## src/rtl/seven_seg_capture_if.sv

```systemverilog
// Seven-segment display bus as seen by the capture block.
//   segIn      7   segment lines {g,f,e,d,c,b,a}, active-low (driven by the display source)
//   anIn       8   anode lines, active-low, bit i = digit i (driven by the display source)
//   digits     32  decoded nibbles, digit i at [4i+3:4i]
//   digitValid 8   digit i holds a legal glyph from the current scan
//   segErr     8   last stable glyph on digit i was not a hex pattern
//   frameDone  1   one-cycle pulse when all 8 digits have committed
//   stale      1   no digit commit for the timeout period
// master = display source / monitor, slave = capture block.
interface seven_seg_capture_if;
  logic [6:0]  segIn;
  logic [7:0]  anIn;
  logic [31:0] digits;
  logic [7:0]  digitValid;
  logic [7:0]  segErr;
  logic        frameDone;
  logic        stale;

  modport master (
    output segIn, anIn,
    input  digits, digitValid, segErr, frameDone, stale
  );

  modport slave (
    input  segIn, anIn,
    output digits, digitValid, segErr, frameDone, stale
  );
endinterface

```

## src/rtl/seven_seg_capture.sv

```systemverilog
// Receive side of a multiplexed 8-digit seven-segment bus. Synchronizes the
// segment/anode lines, waits for a stable glyph, decodes it back to a hex nibble
// and keeps an 8-digit shadow of the display contents.
// Ports:
//   clk  system clock
//   rst  synchronous reset, active-low
//   bus  seven_seg_capture_if.slave (segIn/anIn in; digits, digitValid,
//        segErr, frameDone, stale out)
//
// Filter states (one pass per held sample):
//   state  | meaning
//   SETTLE | held sample counting identical synced samples, cnt < STABLE_CYCLES
//   COMMIT | held sample stable for STABLE_CYCLES; commit happens on this edge
//   HOLD   | already committed, waiting for the synced sample to change
module seven_seg_capture #(
  parameter int STABLE_CYCLES  = 16,
  parameter int TIMEOUT_CYCLES = 1_000_000
) (
  input logic                clk,
  input logic                rst,
  seven_seg_capture_if.slave bus
);

  localparam int CNT_W  = $clog2(STABLE_CYCLES + 1);
  localparam int IDLE_W = $clog2(TIMEOUT_CYCLES);
  localparam logic [CNT_W-1:0]  CNT_LAST  = CNT_W'(STABLE_CYCLES - 1);
  localparam logic [IDLE_W-1:0] IDLE_LAST = IDLE_W'(TIMEOUT_CYCLES - 1);

  typedef enum logic [1:0] {SETTLE, COMMIT, HOLD} state_e;

  // {legal, nibble} for an active-low {g..a} pattern
  function automatic logic [4:0] decode(input logic [6:0] seg);
    case (seg)
      7'b1000000: decode = {1'b1, 4'h0};
      7'b1111001: decode = {1'b1, 4'h1};
      7'b0100100: decode = {1'b1, 4'h2};
      7'b0110000: decode = {1'b1, 4'h3};
      7'b0011001: decode = {1'b1, 4'h4};
      7'b0010010: decode = {1'b1, 4'h5};
      7'b0000010: decode = {1'b1, 4'h6};
      7'b1111000: decode = {1'b1, 4'h7};
      7'b0000000: decode = {1'b1, 4'h8};
      7'b0010000: decode = {1'b1, 4'h9};
      7'b0001000: decode = {1'b1, 4'hA};
      7'b0000011: decode = {1'b1, 4'hB};
      7'b1000110: decode = {1'b1, 4'hC};
      7'b0100001: decode = {1'b1, 4'hD};
      7'b0000110: decode = {1'b1, 4'hE};
      7'b0001110: decode = {1'b1, 4'hF};
      default:    decode = 5'b0;
    endcase
  endfunction

  // Samples are packed as {an[7:0], seg[6:0]}
  logic [14:0]       sync1_q, sync1_d;
  logic [14:0]       sync2_q, sync2_d;
  logic [14:0]       held_q, held_d;
  logic [CNT_W-1:0]  cnt_q, cnt_d;
  state_e            state_q, state_d;
  logic [31:0]       digits_q, digits_d;
  logic [7:0]        valid_q, valid_d;
  logic [7:0]        err_q, err_d;
  logic              frame_q, frame_d;
  logic              stale_q, stale_d;
  logic [7:0]        seen_q, seen_d;
  logic [IDLE_W-1:0] idle_q, idle_d;

  logic       commit;
  logic [7:0] an_act;
  logic       one_active;
  logic [7:0] sel;
  logic [4:0] dec;
  logic       digit_commit;
  logic       timeout;
  logic       frame_full;

  always_comb begin
    sync1_d = {bus.anIn, bus.segIn};
    sync2_d = sync1_q;
  end

  always_comb begin
    state_d = state_q;
    cnt_d   = cnt_q;
    held_d  = held_q;
    commit  = 1'b0;
    case (state_q)
      SETTLE: begin
        if (sync2_q == held_q) begin
          cnt_d = cnt_q + 1'b1;
          if (cnt_q == CNT_LAST) state_d = COMMIT;
        end
      end
      COMMIT: begin
        commit  = 1'b1;
        state_d = HOLD;
      end
      HOLD:    state_d = HOLD;
      default: state_d = SETTLE;
    endcase
    // A change restarts the window; a commit already due on this edge still
    // uses the old held sample, which was stable for the full window.
    if (sync2_q != held_q) begin
      held_d  = sync2_q;
      cnt_d   = CNT_W'(1);
      state_d = SETTLE;
    end
  end

  // Exactly one active (low) anode selects the digit; ~an is then one-hot.
  assign an_act       = ~held_q[14:7];
  assign one_active   = (an_act != 8'd0) && ((an_act & (an_act - 8'd1)) == 8'd0);
  assign sel          = one_active ? an_act : 8'd0;
  assign dec          = decode(held_q[6:0]);
  assign digit_commit = commit && one_active;
  assign timeout      = (idle_q == IDLE_LAST);
  assign frame_full   = digit_commit && ((seen_q | sel) == 8'hFF);

  always_comb begin
    digits_d = digits_q;
    valid_d  = valid_q;
    err_d    = err_q;
    seen_d   = seen_q;
    stale_d  = stale_q;
    frame_d  = 1'b0;
    idle_d   = idle_q;

    if (digit_commit)  idle_d = '0;
    else if (!timeout) idle_d = idle_q + 1'b1;

    // A frame completing on the timeout edge wins over the timeout.
    if (timeout && !frame_full) begin
      stale_d = 1'b1;
      valid_d = 8'd0;
      seen_d  = 8'd0;
    end

    if (digit_commit) begin
      for (int i = 0; i < 8; i++) begin
        if (sel[i]) begin
          if (dec[4]) begin
            digits_d[4*i +: 4] = dec[3:0];
            valid_d[i]         = 1'b1;
            err_d[i]           = 1'b0;
          end else begin
            valid_d[i] = 1'b0;
            err_d[i]   = 1'b1;
          end
        end
      end
      seen_d = seen_d | sel;
      if (frame_full) begin
        frame_d = 1'b1;
        seen_d  = 8'd0;
        stale_d = 1'b0;
      end
    end
  end

  always_ff @(posedge clk) begin
    if (!rst) begin
      sync1_q  <= '1;
      sync2_q  <= '1;
      held_q   <= '1;
      cnt_q    <= '0;
      state_q  <= SETTLE;
      digits_q <= 32'd0;
      valid_q  <= 8'd0;
      err_q    <= 8'd0;
      frame_q  <= 1'b0;
      stale_q  <= 1'b1;
      seen_q   <= 8'd0;
      idle_q   <= '0;
    end else begin
      sync1_q  <= sync1_d;
      sync2_q  <= sync2_d;
      held_q   <= held_d;
      cnt_q    <= cnt_d;
      state_q  <= state_d;
      digits_q <= digits_d;
      valid_q  <= valid_d;
      err_q    <= err_d;
      frame_q  <= frame_d;
      stale_q  <= stale_d;
      seen_q   <= seen_d;
      idle_q   <= idle_d;
    end
  end

  assign bus.digits     = digits_q;
  assign bus.digitValid = valid_q;
  assign bus.segErr     = err_q;
  assign bus.frameDone  = frame_q;
  assign bus.stale      = stale_q;

endmodule

```

## src/flat_wrapper.sv

```systemverilog
// flat-port wrapper written by rule: the top's interface ports become plain ports
module seven_seg_capture_flat 
#(
  parameter int STABLE_CYCLES  = 16,
  parameter int TIMEOUT_CYCLES = 1_000_000
)
  (clk, rst, bus_segIn, bus_anIn, bus_digits, bus_digitValid, bus_segErr, bus_frameDone, bus_stale);
  seven_seg_capture_if bus_i ();
  input logic clk;
  input logic rst;
  input wire logic [$bits(bus_i.segIn)-1:0] bus_segIn;
  input wire logic [$bits(bus_i.anIn)-1:0] bus_anIn;
  output wire logic [$bits(bus_i.digits)-1:0] bus_digits;
  output wire logic [$bits(bus_i.digitValid)-1:0] bus_digitValid;
  output wire logic [$bits(bus_i.segErr)-1:0] bus_segErr;
  output wire logic [$bits(bus_i.frameDone)-1:0] bus_frameDone;
  output wire logic [$bits(bus_i.stale)-1:0] bus_stale;
  assign bus_i.segIn = bus_segIn;
  assign bus_i.anIn = bus_anIn;
  assign bus_digits = bus_i.digits;
  assign bus_digitValid = bus_i.digitValid;
  assign bus_segErr = bus_i.segErr;
  assign bus_frameDone = bus_i.frameDone;
  assign bus_stale = bus_i.stale;
  seven_seg_capture #(.STABLE_CYCLES(STABLE_CYCLES), .TIMEOUT_CYCLES(TIMEOUT_CYCLES)) u_core (.clk(clk), .rst(rst), .bus(bus_i));
endmodule
```

## config.mk

```make
export PLATFORM = sky130hd
export DESIGN_NAME = seven_seg_capture_flat
export DESIGN_NICKNAME = d
export VERILOG_FILES = /design/src/rtl/seven_seg_capture_if.sv /design/src/rtl/seven_seg_capture.sv /design/src/flat_wrapper.sv
export SDC_FILE = /design/constraint.sdc
export NUM_CORES = 1
export LEC_CHECK = 0
export CORE_MARGIN = 1.5
export CORE_UTILIZATION = 59
export DETAILED_ROUTE_END_ITERATION = 6
export MAX_ROUTING_LAYER = met4
export PLACE_DENSITY = 0.84
export SYNTH_ARGS = -nofsm -noshare
export SYNTH_HDL_FRONTEND = slang
export SYNTH_SLANG_ARGS = --single-unit
```

## constraint.sdc

```tcl
create_clock -name clk -period 5.09 [get_ports clk]
set_input_delay 1.018 -clock clk [delete_from_list [all_inputs] [get_ports clk]]
set_output_delay 1.018 -clock clk [all_outputs]
set_load 0.005 [all_outputs]
```

==> key figures <==
Outcome
  • Status: complete, but fails checks
  • Failing checks: DRC

GRT
  • Global Route Usage Sum: 27.2%
  • GR Layer Usage met1: 33.9%
  • Initial antenna violation count: 0
  • First-pass GRT wire length: 20300 microns
  • Total grt overflow: 0
  • Grt peak-use layer: met2
  • Met2 Use GR: 42.5%
  • Vias in the first global route: 4165
  • Pin count of the biggest net entering global routing: 54
  • GR Util met3: 5.89%

Yosys
  • Area share of the largest cell type after synthesis: 48.2%
  • Synth Register Bits: 130
  • Post-synth top cells: 130 x dfxtp_1, 59 x nand2_1, 51 x nand2b_1, 50 x nor2_1, 27 x mux2i_1
  • Post-synthesis sequential area ratio: 48.2%
  • Syn Area/Cell: 9.47 sq um
  • Asr flop ratio synth: 0%
  • Post-synth top area cell: dfxtp_1
  • Xor/xnor share of the synthesized area: 5.84%
  • Post-synthesis compound-gate area fraction: 10.7%
  • Post-synth top flop: dfxtp_1
  • Syn nets: 592
  • EDFF count, synth: 0
  • Largest family of logic cells by synthesized area: simple AND/OR/NAND/NOR gates
  • Synth Area in Adders: 1.16%
  • Synth Area in Simple Gates: 25.1%
  • Library cells used by synthesis: 65
  • Post-synthesis cell count: 570
  • Most instantiated library cell after synthesis: dfxtp_1
  • Synth warnings: 0
  • Top post-synthesis cells by area: dfxtp_1 48%, nand2b_1 5.9%, mux2i_1 5.0%
  • Mux cell area share after synthesis: 5.01%
  • Cell Area, Synth: 5400 sq um

Timing
  • Maximum clock frequency: 342 MHz
  • Worst rel slew slack: 35.7%
  • Finish-stage setup viols: 0
  • Hold Slack: 406 ps
  • Hold Vio Cnt, Final: 0
  • Final worst-path cycle share: 57.5%
  • Unrepaired setup endpoints after global routing: no
  • Final Critical Period: 2930 ps
  • Aggregate negative setup slack: 0 ps
  • Worst Max-Slew Pin Slew: 965 ps
  • Worst Skew: 11.4 ps
  • Count of final max-slew check failures: 0

Min path
  • Min-delay src: u_core.sync1_q[10]
  • Type of the worst min-delay path: flip-flop to flip-flop
  • Hold path depth: 1
  • Worst hold endpoint: u_core.sync2_q[10]

Floorplan
  • Die height: 98.6 microns
  • Die area: 9730 sq um
  • Initial Util: 61.3%
  • Row count: 34
  • Die Width: 98.6 microns
  • Core area: 8810 sq um
  • # IOs: 67

Routing
  • Pre-Repair DR Iteration Count: 7
  • Drt wl/cell: 16.3 microns
  • Post-Route WL: 12100 microns
  • DRC: 1
  • Post-DRT Antenna Nets: 0
  • Via-to-Cell Ratio: 5.80
  • Via count: 4318
  • Drt first-iter violations: 397

Clock tree
  • Max H-tree Level: 4
  • Post-CTS Hold Buffers: 0
  • Clock Path Buffers: 2
  • Root buf cell: clkbuf_8
  • TritonCTS clock tree: yes
  • Worst skew pair latency: 530 ps
  • CTS Sinks: 130
  • Worst-path clk slew: 70 ps
  • Setup Buffers After CTS: 0
  • TritonCTS Buffers: 17
  • CTS resizes: 0

Power and ir drop
  • VDD IR max: 246 uV
  • Cell Pwr Density: 345 nW/um^2
  • P_leak: 2.46 nW

Placement
  • Final Wtd Congestion: 0.951
  • IO buf count: 66
  • Post-DP HPWL: 7750 microns
  • Dpl cells: 712

Worst setup path
  • Reg2reg setup slack: 2160 ps
  • Arrival time worst endpoint: 3370 ps
  • Startpoint types: flip-flop
  • Reg2reg path depth: 7
  • Crit. End Element: flip-flop
  • Crit Path Class: flip-flop to flip-flop
  • Worst Path Required: 5530 ps
  • Worst r2r dst: u_core.bus.digits[30]
  • Crit Path Max Fanout: 15
  • Crit Reg-Reg Startpoint: u_core.held_q[0]

Layout
  • Fin util: 74.7%
  • Share of cells above drive strength 1: 8.18%
  • Synth-to-layout area growth: 21.9%
  • Ant diodes: 0
  • Final Non-Filler Cells: 744
  • NumNets Final: 645

Flow run
  • Max Cap Viol: 0
## power by group
part / switching [mW] / internal [mW]
clock: 0.521 / 0.622
combinational: 0.0379 / 0.0356
sequential: 0.0170 / 1.03
## flip-flops by register name (all words and copies together) (netlist names)
name	cells
u_core.sync2_q	15
u_core.bus.stale	1
u_core.bus.digits	32
u_core.bus.digitValid	8
u_core.cnt_q	5
u_core.bus.frameDone	1
u_core.state_q	2
u_core.seen_q	8
u_core.idle_q	20
u_core.bus.segErr	8
u_core.sync1_q	15
u_core.held_q	15
## worst max path at each step
stage | endpoint | from | slack (ps) | cells past startpoint
6_report | u_core.bus.digits[30] | u_core.held_q[0] | 2160 | 7
5_1_grt | u_core.bus.digits[29] | u_core.held_q[3] | 1990 | 7
4_1_cts | u_core.bus.digits[30] | u_core.held_q[0] | 2220 | 7
3_5_place_dp | u_core.bus.digits[29] | u_core.held_q[0] | 2270 | 7
3_3_place_gp | u_core.idle_q[7] | rst | 2360 | 3
2_1_floorplan | u_core.bus.digits[31] | u_core.held_q[6] | 3000 | 8
## cell usage in the layout (no fill, tap or decap), types with 6 or more instances in the layout
master             n
clkdlybuf4s50_1   65
nor2_1            50
a21oi_1           23
nand3_1           11
dfxtp_1          130
nand2_1           59
xor2_1            18
nor3_1             7
clkbuf_16         16
o21ai_0           12
o22ai_1            8
inv_6              6
xnor2_1           18
mux2i_1           27
nand2b_1          51
inv_1             10
and3_1             8
nand4_1           15
## stage by stage
step	area (sq um)	setup WS, ps	power (mW)
final	6580	2160	2.27
after global routing	6580	1990	2.34
after CTS	6580	2220	2.28
after detailed placement	6020	2270	1.15
after global placement	6020	2360	1.14
after floorplan	5400	3000	1.12
## metal layers
metal	vias to the layer above	part of all wire, %
li1	2079	-
met1	2027	43
met2	174	48
met3	38	6.3
met4	0	2.7
met5	-	0
## critical path, cell delays in order (launching register included)
cell,delay (ps)
dfxtp_1,630
or3b_2,220
a21oi_1,60
a41o_1,250
a2111oi_4,840
buf_4,340
or2_1,280
mux2i_1,230
## area by class of cell
| type | count | area [sq um] |
|---|---|---|
| Clock buffer | 17 | 414 |
| Clock inverter | 15 | 140 |
| Fill cell | 590 | 2230 |
| Inverter | 10 | 37.5 |
| Multi-Input combinational cell | 396 | 2580 |
| Sequential cell | 130 | 2600 |
| Tap cell | 108 | 135 |
| Timing Repair Buffer | 68 | 671 |
## cell families after synthesis
family,Yosys count
buffers and inverters,44
muxes,27
adders and majority gates,5
xor gates and xnor gates,36
and+or+nand+nor,248
DFF,130
AOI/OAI and AO/OA,80
Note: power is estimated with default switching activity, not from simulation.
